## src/rtl/pipe_control_if.sv

```systemverilog
// pipe_control_if: IF/ID inputs and staged control outputs of the pipeline controller
interface pipe_control_if #(parameter int RD_W = 5);
  logic            id_valid_i;
  logic [31:0]     id_inst_i;
  logic            ex_flush_i;
  logic            stall_ext_i;
  logic            stall_ifid_o;
  logic            flush_ifid_o;
  logic            ex_valid_o;
  logic [6:0]      ex_alu_op_o;
  logic            ex_alu_src1_o;
  logic [1:0]      ex_alu_src2_o;
  logic [2:0]      ex_concat_o;
  logic            ex_branch_o;
  logic            ex_jump_o;
  logic            ex_jalr_o;
  logic [RD_W-1:0] ex_rd_o;
  logic            ex_illegal_o;
  logic            mem_valid_o;
  logic            mem_read_o;
  logic            mem_write_o;
  logic [3:0]      mem_be_o;
  logic [RD_W-1:0] mem_rd_o;
  logic            wb_valid_o;
  logic            wb_reg_write_o;
  logic            wb_memtoreg_o;
  logic [RD_W-1:0] wb_rd_o;
  modport master (
    output id_valid_i, id_inst_i, ex_flush_i, stall_ext_i,
    input  stall_ifid_o, flush_ifid_o,
    input  ex_valid_o, ex_alu_op_o, ex_alu_src1_o, ex_alu_src2_o, ex_concat_o,
    input  ex_branch_o, ex_jump_o, ex_jalr_o, ex_rd_o, ex_illegal_o,
    input  mem_valid_o, mem_read_o, mem_write_o, mem_be_o, mem_rd_o,
    input  wb_valid_o, wb_reg_write_o, wb_memtoreg_o, wb_rd_o
  );
  modport slave (
    input  id_valid_i, id_inst_i, ex_flush_i, stall_ext_i,
    output stall_ifid_o, flush_ifid_o,
    output ex_valid_o, ex_alu_op_o, ex_alu_src1_o, ex_alu_src2_o, ex_concat_o,
    output ex_branch_o, ex_jump_o, ex_jalr_o, ex_rd_o, ex_illegal_o,
    output mem_valid_o, mem_read_o, mem_write_o, mem_be_o, mem_rd_o,
    output wb_valid_o, wb_reg_write_o, wb_memtoreg_o, wb_rd_o
  );
endinterface

```

## src/rtl/pipe_control.sv

```systemverilog
// pipe_control: RV32I ID decode plus ID/EX, EX/MEM, MEM/WB control registers with hazard/flush/freeze
module pipe_control #(
  parameter bit ENABLE_MEXT = 1'b0,
  parameter int RD_W        = 5
) (
  input logic           CLK,
  input logic           RSTn,
  pipe_control_if.slave bus
);
  localparam logic [6:0] OP_LUI    = 7'b0110111;
  localparam logic [6:0] OP_AUIPC  = 7'b0010111;
  localparam logic [6:0] OP_OP     = 7'b0110011;
  localparam logic [6:0] OP_IMM    = 7'b0010011;
  localparam logic [6:0] OP_LOAD   = 7'b0000011;
  localparam logic [6:0] OP_STORE  = 7'b0100011;
  localparam logic [6:0] OP_BRANCH = 7'b1100011;
  localparam logic [6:0] OP_JAL    = 7'b1101111;
  localparam logic [6:0] OP_JALR   = 7'b1100111;
  typedef struct packed {
    logic            valid;
    logic [6:0]      alu_op;
    logic            src1;
    logic [1:0]      src2;
    logic [2:0]      concat;
    logic            branch;
    logic            jump;
    logic            jalr;
    logic            illegal;
    logic            mem_read;
    logic            mem_write;
    logic            reg_write;
    logic            memtoreg;
    logic [3:0]      be;
    logic [RD_W-1:0] rd;
  } ex_t;
  typedef struct packed {
    logic            valid;
    logic            mem_read;
    logic            mem_write;
    logic            reg_write;
    logic            memtoreg;
    logic [3:0]      be;
    logic [RD_W-1:0] rd;
  } mem_t;
  typedef struct packed {
    logic            valid;
    logic            reg_write;
    logic            memtoreg;
    logic [RD_W-1:0] rd;
  } wb_t;
  logic [6:0]      opc;
  logic [2:0]      f3;
  logic [6:0]      f7;
  logic [RD_W-1:0] id_rd;
  logic [RD_W-1:0] rs1;
  logic [RD_W-1:0] rs2;
  logic [3:0]      be_f3;
  logic            legal;
  logic            use_rs1;
  logic            use_rs2;
  logic            hz;
  ex_t             dec;
  ex_t             ex_d, ex_q;
  mem_t            mem_d, mem_q;
  wb_t             wb_d, wb_q;
  assign opc   = bus.id_inst_i[6:0];
  assign f3    = bus.id_inst_i[14:12];
  assign f7    = bus.id_inst_i[31:25];
  assign id_rd = RD_W'(bus.id_inst_i[11:7]);
  assign rs1   = RD_W'(bus.id_inst_i[19:15]);
  assign rs2   = RD_W'(bus.id_inst_i[24:20]);
  // Access width for loads/stores: byte, half or word from the low funct3 bits
  always_comb begin
    be_f3 = f3[1:0] == 2'b00 ? 4'b0001 :
            f3[1:0] == 2'b01 ? 4'b0011 :
            f3[1:0] == 2'b10 ? 4'b1111 : 4'b0000;
  end
  // Decode the IF/ID instruction; illegal encodings collapse to a valid all-zero marker
  always_comb begin
    dec        = '0;
    legal      = 1'b1;
    dec.alu_op = opc;
    case (opc)
      OP_LUI: begin
        dec.src2      = 2'b01;
        dec.concat    = 3'b001;
        dec.reg_write = 1'b1;
      end
      OP_AUIPC: begin
        dec.src1      = 1'b1;
        dec.src2      = 2'b01;
        dec.concat    = 3'b001;
        dec.reg_write = 1'b1;
      end
      OP_OP: begin
        dec.reg_write = 1'b1;
        legal         = f7 == 7'b0000000 || f7 == 7'b0100000 || (ENABLE_MEXT && f7 == 7'b0000001);
      end
      OP_IMM: begin
        dec.src2      = 2'b01;
        dec.concat    = (f3 == 3'b001 || f3 == 3'b101) ? 3'b110 : 3'b011;
        dec.reg_write = 1'b1;
      end
      OP_LOAD: begin
        dec.src2      = 2'b01;
        dec.concat    = 3'b011;
        dec.reg_write = 1'b1;
        dec.mem_read  = 1'b1;
        dec.memtoreg  = 1'b1;
        dec.be        = be_f3;
        legal         = !(f3 inside {3'b011, 3'b110, 3'b111});
      end
      OP_STORE: begin
        dec.src2      = 2'b01;
        dec.concat    = 3'b101;
        dec.mem_write = 1'b1;
        dec.be        = be_f3;
        legal         = f3 <= 3'b010;
      end
      OP_BRANCH: begin
        dec.concat = 3'b100;
        dec.branch = 1'b1;
      end
      OP_JAL: begin
        dec.src1      = 1'b1;
        dec.src2      = 2'b10;
        dec.concat    = 3'b010;
        dec.reg_write = 1'b1;
        dec.jump      = 1'b1;
      end
      OP_JALR: begin
        dec.src2      = 2'b10;
        dec.concat    = 3'b011;
        dec.reg_write = 1'b1;
        dec.jump      = 1'b1;
        dec.jalr      = 1'b1;
      end
      default: legal = 1'b0;
    endcase
    dec.rd = dec.reg_write ? id_rd : '0;
    if (!legal) begin
      dec         = '0;
      dec.illegal = 1'b1;
    end
    dec.valid = 1'b1;
  end
  // Load-use detection against the instruction currently in EX
  always_comb begin
    use_rs1 = !(opc inside {OP_LUI, OP_AUIPC, OP_JAL});
    use_rs2 = opc inside {OP_OP, OP_STORE, OP_BRANCH};
    hz      = bus.id_valid_i && ex_q.valid && ex_q.mem_read && (|ex_q.rd) &&
              ((use_rs1 && rs1 == ex_q.rd) || (use_rs2 && rs2 == ex_q.rd));
  end
  // Next stage contents: flush or load-use inserts a bubble into EX, downstream just shifts
  always_comb begin
    ex_d  = (!bus.id_valid_i || bus.ex_flush_i || hz) ? '0 : dec;
    mem_d = '{valid: ex_q.valid, mem_read: ex_q.mem_read, mem_write: ex_q.mem_write,
              reg_write: ex_q.reg_write, memtoreg: ex_q.memtoreg, be: ex_q.be, rd: ex_q.rd};
    wb_d  = '{valid: mem_q.valid, reg_write: mem_q.reg_write, memtoreg: mem_q.memtoreg, rd: mem_q.rd};
  end
  // Stage registers: reset beats everything, an external stall freezes all stages
  always_ff @(posedge CLK) begin
    if (!RSTn) begin
      ex_q  <= '0;
      mem_q <= '0;
      wb_q  <= '0;
    end else if (!bus.stall_ext_i) begin
      ex_q  <= ex_d;
      mem_q <= mem_d;
      wb_q  <= wb_d;
    end
  end
  assign bus.stall_ifid_o   = bus.stall_ext_i || (hz && !bus.ex_flush_i);
  assign bus.flush_ifid_o   = bus.ex_flush_i && !bus.stall_ext_i;
  assign bus.ex_valid_o     = ex_q.valid;
  assign bus.ex_alu_op_o    = ex_q.alu_op;
  assign bus.ex_alu_src1_o  = ex_q.src1;
  assign bus.ex_alu_src2_o  = ex_q.src2;
  assign bus.ex_concat_o    = ex_q.concat;
  assign bus.ex_branch_o    = ex_q.branch;
  assign bus.ex_jump_o      = ex_q.jump;
  assign bus.ex_jalr_o      = ex_q.jalr;
  assign bus.ex_rd_o        = ex_q.rd;
  assign bus.ex_illegal_o   = ex_q.illegal;
  assign bus.mem_valid_o    = mem_q.valid;
  assign bus.mem_read_o     = mem_q.mem_read;
  assign bus.mem_write_o    = mem_q.mem_write;
  assign bus.mem_be_o       = mem_q.be;
  assign bus.mem_rd_o       = mem_q.rd;
  assign bus.wb_valid_o     = wb_q.valid;
  assign bus.wb_reg_write_o = wb_q.reg_write;
  assign bus.wb_memtoreg_o  = wb_q.memtoreg;
  assign bus.wb_rd_o        = wb_q.rd;
endmodule

```

## src/flat_wrapper.sv

```systemverilog
// flat-port wrapper written by rule: the top's interface ports become plain ports
module pipe_control_flat 
#(
  parameter bit ENABLE_MEXT = 1'b0,
  parameter int RD_W        = 5
)
  (CLK, RSTn, bus_id_valid_i, bus_id_inst_i, bus_ex_flush_i, bus_stall_ext_i, bus_stall_ifid_o, bus_flush_ifid_o, bus_ex_valid_o, bus_ex_alu_op_o, bus_ex_alu_src1_o, bus_ex_alu_src2_o, bus_ex_concat_o, bus_ex_branch_o, bus_ex_jump_o, bus_ex_jalr_o, bus_ex_rd_o, bus_ex_illegal_o, bus_mem_valid_o, bus_mem_read_o, bus_mem_write_o, bus_mem_be_o, bus_mem_rd_o, bus_wb_valid_o, bus_wb_reg_write_o, bus_wb_memtoreg_o, bus_wb_rd_o);
  pipe_control_if #(.RD_W(RD_W)) bus_i ();
  input logic CLK;
  input logic RSTn;
  input wire logic [$bits(bus_i.id_valid_i)-1:0] bus_id_valid_i;
  input wire logic [$bits(bus_i.id_inst_i)-1:0] bus_id_inst_i;
  input wire logic [$bits(bus_i.ex_flush_i)-1:0] bus_ex_flush_i;
  input wire logic [$bits(bus_i.stall_ext_i)-1:0] bus_stall_ext_i;
  output wire logic [$bits(bus_i.stall_ifid_o)-1:0] bus_stall_ifid_o;
  output wire logic [$bits(bus_i.flush_ifid_o)-1:0] bus_flush_ifid_o;
  output wire logic [$bits(bus_i.ex_valid_o)-1:0] bus_ex_valid_o;
  output wire logic [$bits(bus_i.ex_alu_op_o)-1:0] bus_ex_alu_op_o;
  output wire logic [$bits(bus_i.ex_alu_src1_o)-1:0] bus_ex_alu_src1_o;
  output wire logic [$bits(bus_i.ex_alu_src2_o)-1:0] bus_ex_alu_src2_o;
  output wire logic [$bits(bus_i.ex_concat_o)-1:0] bus_ex_concat_o;
  output wire logic [$bits(bus_i.ex_branch_o)-1:0] bus_ex_branch_o;
  output wire logic [$bits(bus_i.ex_jump_o)-1:0] bus_ex_jump_o;
  output wire logic [$bits(bus_i.ex_jalr_o)-1:0] bus_ex_jalr_o;
  output wire logic [$bits(bus_i.ex_rd_o)-1:0] bus_ex_rd_o;
  output wire logic [$bits(bus_i.ex_illegal_o)-1:0] bus_ex_illegal_o;
  output wire logic [$bits(bus_i.mem_valid_o)-1:0] bus_mem_valid_o;
  output wire logic [$bits(bus_i.mem_read_o)-1:0] bus_mem_read_o;
  output wire logic [$bits(bus_i.mem_write_o)-1:0] bus_mem_write_o;
  output wire logic [$bits(bus_i.mem_be_o)-1:0] bus_mem_be_o;
  output wire logic [$bits(bus_i.mem_rd_o)-1:0] bus_mem_rd_o;
  output wire logic [$bits(bus_i.wb_valid_o)-1:0] bus_wb_valid_o;
  output wire logic [$bits(bus_i.wb_reg_write_o)-1:0] bus_wb_reg_write_o;
  output wire logic [$bits(bus_i.wb_memtoreg_o)-1:0] bus_wb_memtoreg_o;
  output wire logic [$bits(bus_i.wb_rd_o)-1:0] bus_wb_rd_o;
  assign bus_i.id_valid_i = bus_id_valid_i;
  assign bus_i.id_inst_i = bus_id_inst_i;
  assign bus_i.ex_flush_i = bus_ex_flush_i;
  assign bus_i.stall_ext_i = bus_stall_ext_i;
  assign bus_stall_ifid_o = bus_i.stall_ifid_o;
  assign bus_flush_ifid_o = bus_i.flush_ifid_o;
  assign bus_ex_valid_o = bus_i.ex_valid_o;
  assign bus_ex_alu_op_o = bus_i.ex_alu_op_o;
  assign bus_ex_alu_src1_o = bus_i.ex_alu_src1_o;
  assign bus_ex_alu_src2_o = bus_i.ex_alu_src2_o;
  assign bus_ex_concat_o = bus_i.ex_concat_o;
  assign bus_ex_branch_o = bus_i.ex_branch_o;
  assign bus_ex_jump_o = bus_i.ex_jump_o;
  assign bus_ex_jalr_o = bus_i.ex_jalr_o;
  assign bus_ex_rd_o = bus_i.ex_rd_o;
  assign bus_ex_illegal_o = bus_i.ex_illegal_o;
  assign bus_mem_valid_o = bus_i.mem_valid_o;
  assign bus_mem_read_o = bus_i.mem_read_o;
  assign bus_mem_write_o = bus_i.mem_write_o;
  assign bus_mem_be_o = bus_i.mem_be_o;
  assign bus_mem_rd_o = bus_i.mem_rd_o;
  assign bus_wb_valid_o = bus_i.wb_valid_o;
  assign bus_wb_reg_write_o = bus_i.wb_reg_write_o;
  assign bus_wb_memtoreg_o = bus_i.wb_memtoreg_o;
  assign bus_wb_rd_o = bus_i.wb_rd_o;
  pipe_control #(.ENABLE_MEXT(ENABLE_MEXT), .RD_W(RD_W)) u_core (.CLK(CLK), .RSTn(RSTn), .bus(bus_i));
endmodule
```

## config.mk

```make
export PLATFORM = sky130hd
export DESIGN_NAME = pipe_control_flat
export DESIGN_NICKNAME = d
export VERILOG_FILES = /design/src/rtl/pipe_control_if.sv /design/src/rtl/pipe_control.sv /design/src/flat_wrapper.sv
export SDC_FILE = /design/constraint.sdc
export NUM_CORES = 1
export LEC_CHECK = 0
export ABC_AREA = 1
export CAP_MARGIN = 15
export CORE_MARGIN = 3
export CORE_UTILIZATION = 35
export CTS_CLUSTER_SIZE = 12
export DETAILED_ROUTE_END_ITERATION = 7
export GPL_TIMING_DRIVEN = 0
export PLACE_DENSITY = 0.62
export SETUP_SLACK_MARGIN = 0.2
export SYNTH_ARGS = -nofsm -noshare
export SYNTH_HDL_FRONTEND = slang
export SYNTH_SLANG_ARGS = --single-unit
```

## constraint.sdc

```tcl
create_clock -name CLK -period 1.7 [get_ports CLK]
set_input_delay 0.17 -clock CLK [delete_from_list [all_inputs] [get_ports CLK]]
set_output_delay 0.17 -clock CLK [all_outputs]
set_load 0.1 [all_outputs]
```

==> results_dict.tcl <==
set metrics [dict create \
    status "finished with violations" \
    violations "setup timing" \
    overflow 0 \
    ys_types 25 \
    endpoint_kind "primary output" \
    drt-wirelength-per-cell_um 12.85 \
    place_congestion 0.9068 \
    first_global_vias 2565 \
    synth_flop_cell "dfxtp_1" \
    syn-mean-instance-area_um2 7.188 \
    grt_setup_unrepaired "yes" \
    netlist_area_um2 2595 \
    n_fill_cell 676 \
    fin_ws_ns -0.04636 \
    synth.ff_latch_count 48 \
    period_share_pct 102.7 \
    drt-initial-drc-count 110 \
    dp.cells 536 \
    finClkSkew_ns 0.003642 \
    arrival_ns 1.58 \
    synthToLayoutAreaGrowth_pct 56.22 \
    final_common_cell "nand2_1" \
    grtUsageTotal_pct 17.06 \
    vias_per_cell 4.721 \
    finalSetupViolCount 1 \
    design.core.area_um2 6982 \
    fmax_ghz 0.5726 \
    drc 0 \
    crit_chain "xnor2_2, nand2_1, nor2_2, nand2_2, nand2_4, nand2_4, o21ai_4, buf_12" \
    initial_utilization_pct 37.17 \
    clk_latency_ns 0.30 \
    cap_violations 0 \
    critPathKind "flop to primary output" \
    synth-async-reset-ratio_pct 0 \
    hpwl_um 5237 \
    slew_viol_final 0 \
    cts_max_path_buffers 2 \
    cp_max_fo 6 \
    layout-drive-gt1-share_pct 40.77 \
    num_rows 30 \
    stdcell_count 562 \
    multi_input_area_um2 1498 \
    drt-total-wl_um 7219 \
    clk_pin_slew_ns 0.09 \
    regArea_um2 984.7 \
    p_per_area_nw_per_um2 605.6 \
    vias 2653 \
    cts_hold_buffers 0 \
    ios 82 \
    placed_cell_area_um2 3543 \
    hold_violations 0 \
    critPathRequiredTime_ns 1.53 \
    worstMarginPinSlew_ns 0.7813 \
    yosysWarnings 0 \
    grt_pass1_wl_um 11830 \
    cts-root-buf "clkbuf_8" \
    period_needed_ns 1.746 \
    clkSinkCount 48 \
    finalPower_uw 2455 \
    synth_edf_count 0 \
    path_common_cell "nand2_4" \
    p_leak_uw 0.001713 \
    grt_max_degree 15 \
    io_buffers 79 \
    syn_inst 361 \
    cts_tree "done" \
    crit_slowest_cell "dfxtp_4" \
    syn_nets 402 \
    ys_seq_area_share_pct 37.03 \
    final_util_pct 58.06 \
    htree_levels 2 \
    antenna_found_initial 0 \
    drtAntennaViolNets 0 \
    die_height_um 92.11 \
    hold_ws_ns 0.1748 \
    antenna_cells 0 \
    nets 506 \
    ir_worst_vdd_mv 0.3610 \
    die_width_um 92.11 \
    stdcell_area_um2 4054 \
    slew_headroom_pct 47.91 \
    layout_common_cells "61 x nand2_1, 60 x nor2_1, 42 x buf_4" \
    start_kind "flop" \
    hold_path.class "input pin to flop" \
    first_pass_iters 4 \
    max_stage_delay_ns 0.39 \
    dieArea_um2 8483 \
    cts_buffers 5 \
]
==> cell type report <==
type	instances	share of cell area, %
clock inverters	2	0.2778
repair buffers	97	23.52
well taps	96	2.963
clock buffers	6	1.790
multi-input cells	245	36.94
plain buffers	41	7.593
flip-flops and latches	48	24.29
inverters	27	2.623
==> sequential cells by signal, indices dropped and copies added (netlist names), 2 cells and up <==
register / flops
u_core.bus.ex_alu_op_o: 7
u_core.bus.ex_concat_o: 3
u_core.bus.ex_rd_o: 5
u_core.bus.mem_be_o: 3
u_core.bus.mem_rd_o: 5
u_core.bus.wb_rd_o: 5
u_core.ex_q: 6
u_core.mem_q: 2
==> per-stage QoR <==
stage | worst slack (ns) | TNS (ns)
final | -0.04636 | -0.04636
after global routing | -0.1514 | -0.5297
after CTS | -0.08734 | -0.08734
after detailed placement | -1.308 | -13.39
after global placement | -1.309 | -13.36
after floorplan | 0.07790 | 0
==> cell families (layout without fill, tap and decap cells) <==
group / count (synthesis) / after routing / share of synthesized area [%]
buffers and inverters: 68 / 173 / 14.61
AO/OA/AOI/OAI: 59 / 59 / 13.26
AND/OR/NAND/NOR: 173 / 173 / 30.14
adder cells (fa/ha/maj): 4 / 4 / 1.929
XOR/XNOR: 9 / 9 / 3.038
flip-flops: 48 / 48 / 37.03
==> timing repair <==
action,in CTS,in global routing
hold endpoints to repair,0,0
pin swaps,17,12
endpoints found under the setup margin,73,42
cloned,1,1
buffers inserted,13,3
gates resized for setup,202,63
==> power breakdown <==
| group | switching (µW) | total [µW] | internal, µW |
|---|---|---|---|
| clock | 380 | 666 | 286 |
| combinational | 420 | 630 | 210 |
| sequential | 16.2 | 1160 | 1140 |
==> synth_stat cells (2+ instances only) <==
cell type	instances	area share (%)
a21oi_1	21	4.1
a21oi_2	10	3.4
buf_4	27	7.8
buf_6	3	1.3
clkbuf_1	11	1.6
dfxtp_1	48	37
ha_1	4	1.9
inv_1	22	3.2
inv_2	5	0.72
nand2_1	71	10
nand2_2	2	0.48
nand3_1	12	2.3
nand3_2	12	4.6
nand4_1	3	0.72
nor2_1	66	9.5
nor2_4	2	0.87
nor3_1	2	0.39
o21ai_0	26	5.0
xnor2_1	8	2.7
==> critical path: cells and delay by family (launching register included) <==
kind                   cells  cell delay (ns)
XOR/XNOR                   1             0.15
AND/OR/NAND/NOR            5             0.41
AO/OA/AOI/OAI              1             0.14
flip-flops                 1             0.39
buffers and inverters      1             0.19
==> per-layer routing <==
layer  vias up  part of all wire (%)  track usage (%)
met2        84                    49            29.93
met3        19                   5.4            3.281
li1       1329                     -                -
met4         0                   2.2            6.436
met5         -                     0                0
met1      1221                    43            20.50
==> final timing paths <==
check                           cells after the start  slack, ns                                        to                                     start
worst max-delay path                                8      -0.05                          bus_stall_ifid_o        u_core.bus.ex_rd_o[4]$_SDFFE_PN0N_
worst max register to register                     11       0.05              u_core.ex_q[11]$_SDFFE_PN0N_        u_core.bus.ex_rd_o[4]$_SDFFE_PN0N_
worst min-delay path                                3       0.17    u_core.bus.ex_alu_op_o[6]$_SDFFE_PN0N_                          bus_id_inst_i[6]
worst min register to register                      2       0.47  u_core.bus.ex_alu_src2_o[0]$_SDFFE_PN0N_  u_core.bus.ex_alu_src2_o[0]$_SDFFE_PN0N_
No activity file was read; power rests on OpenSTA's default activity.
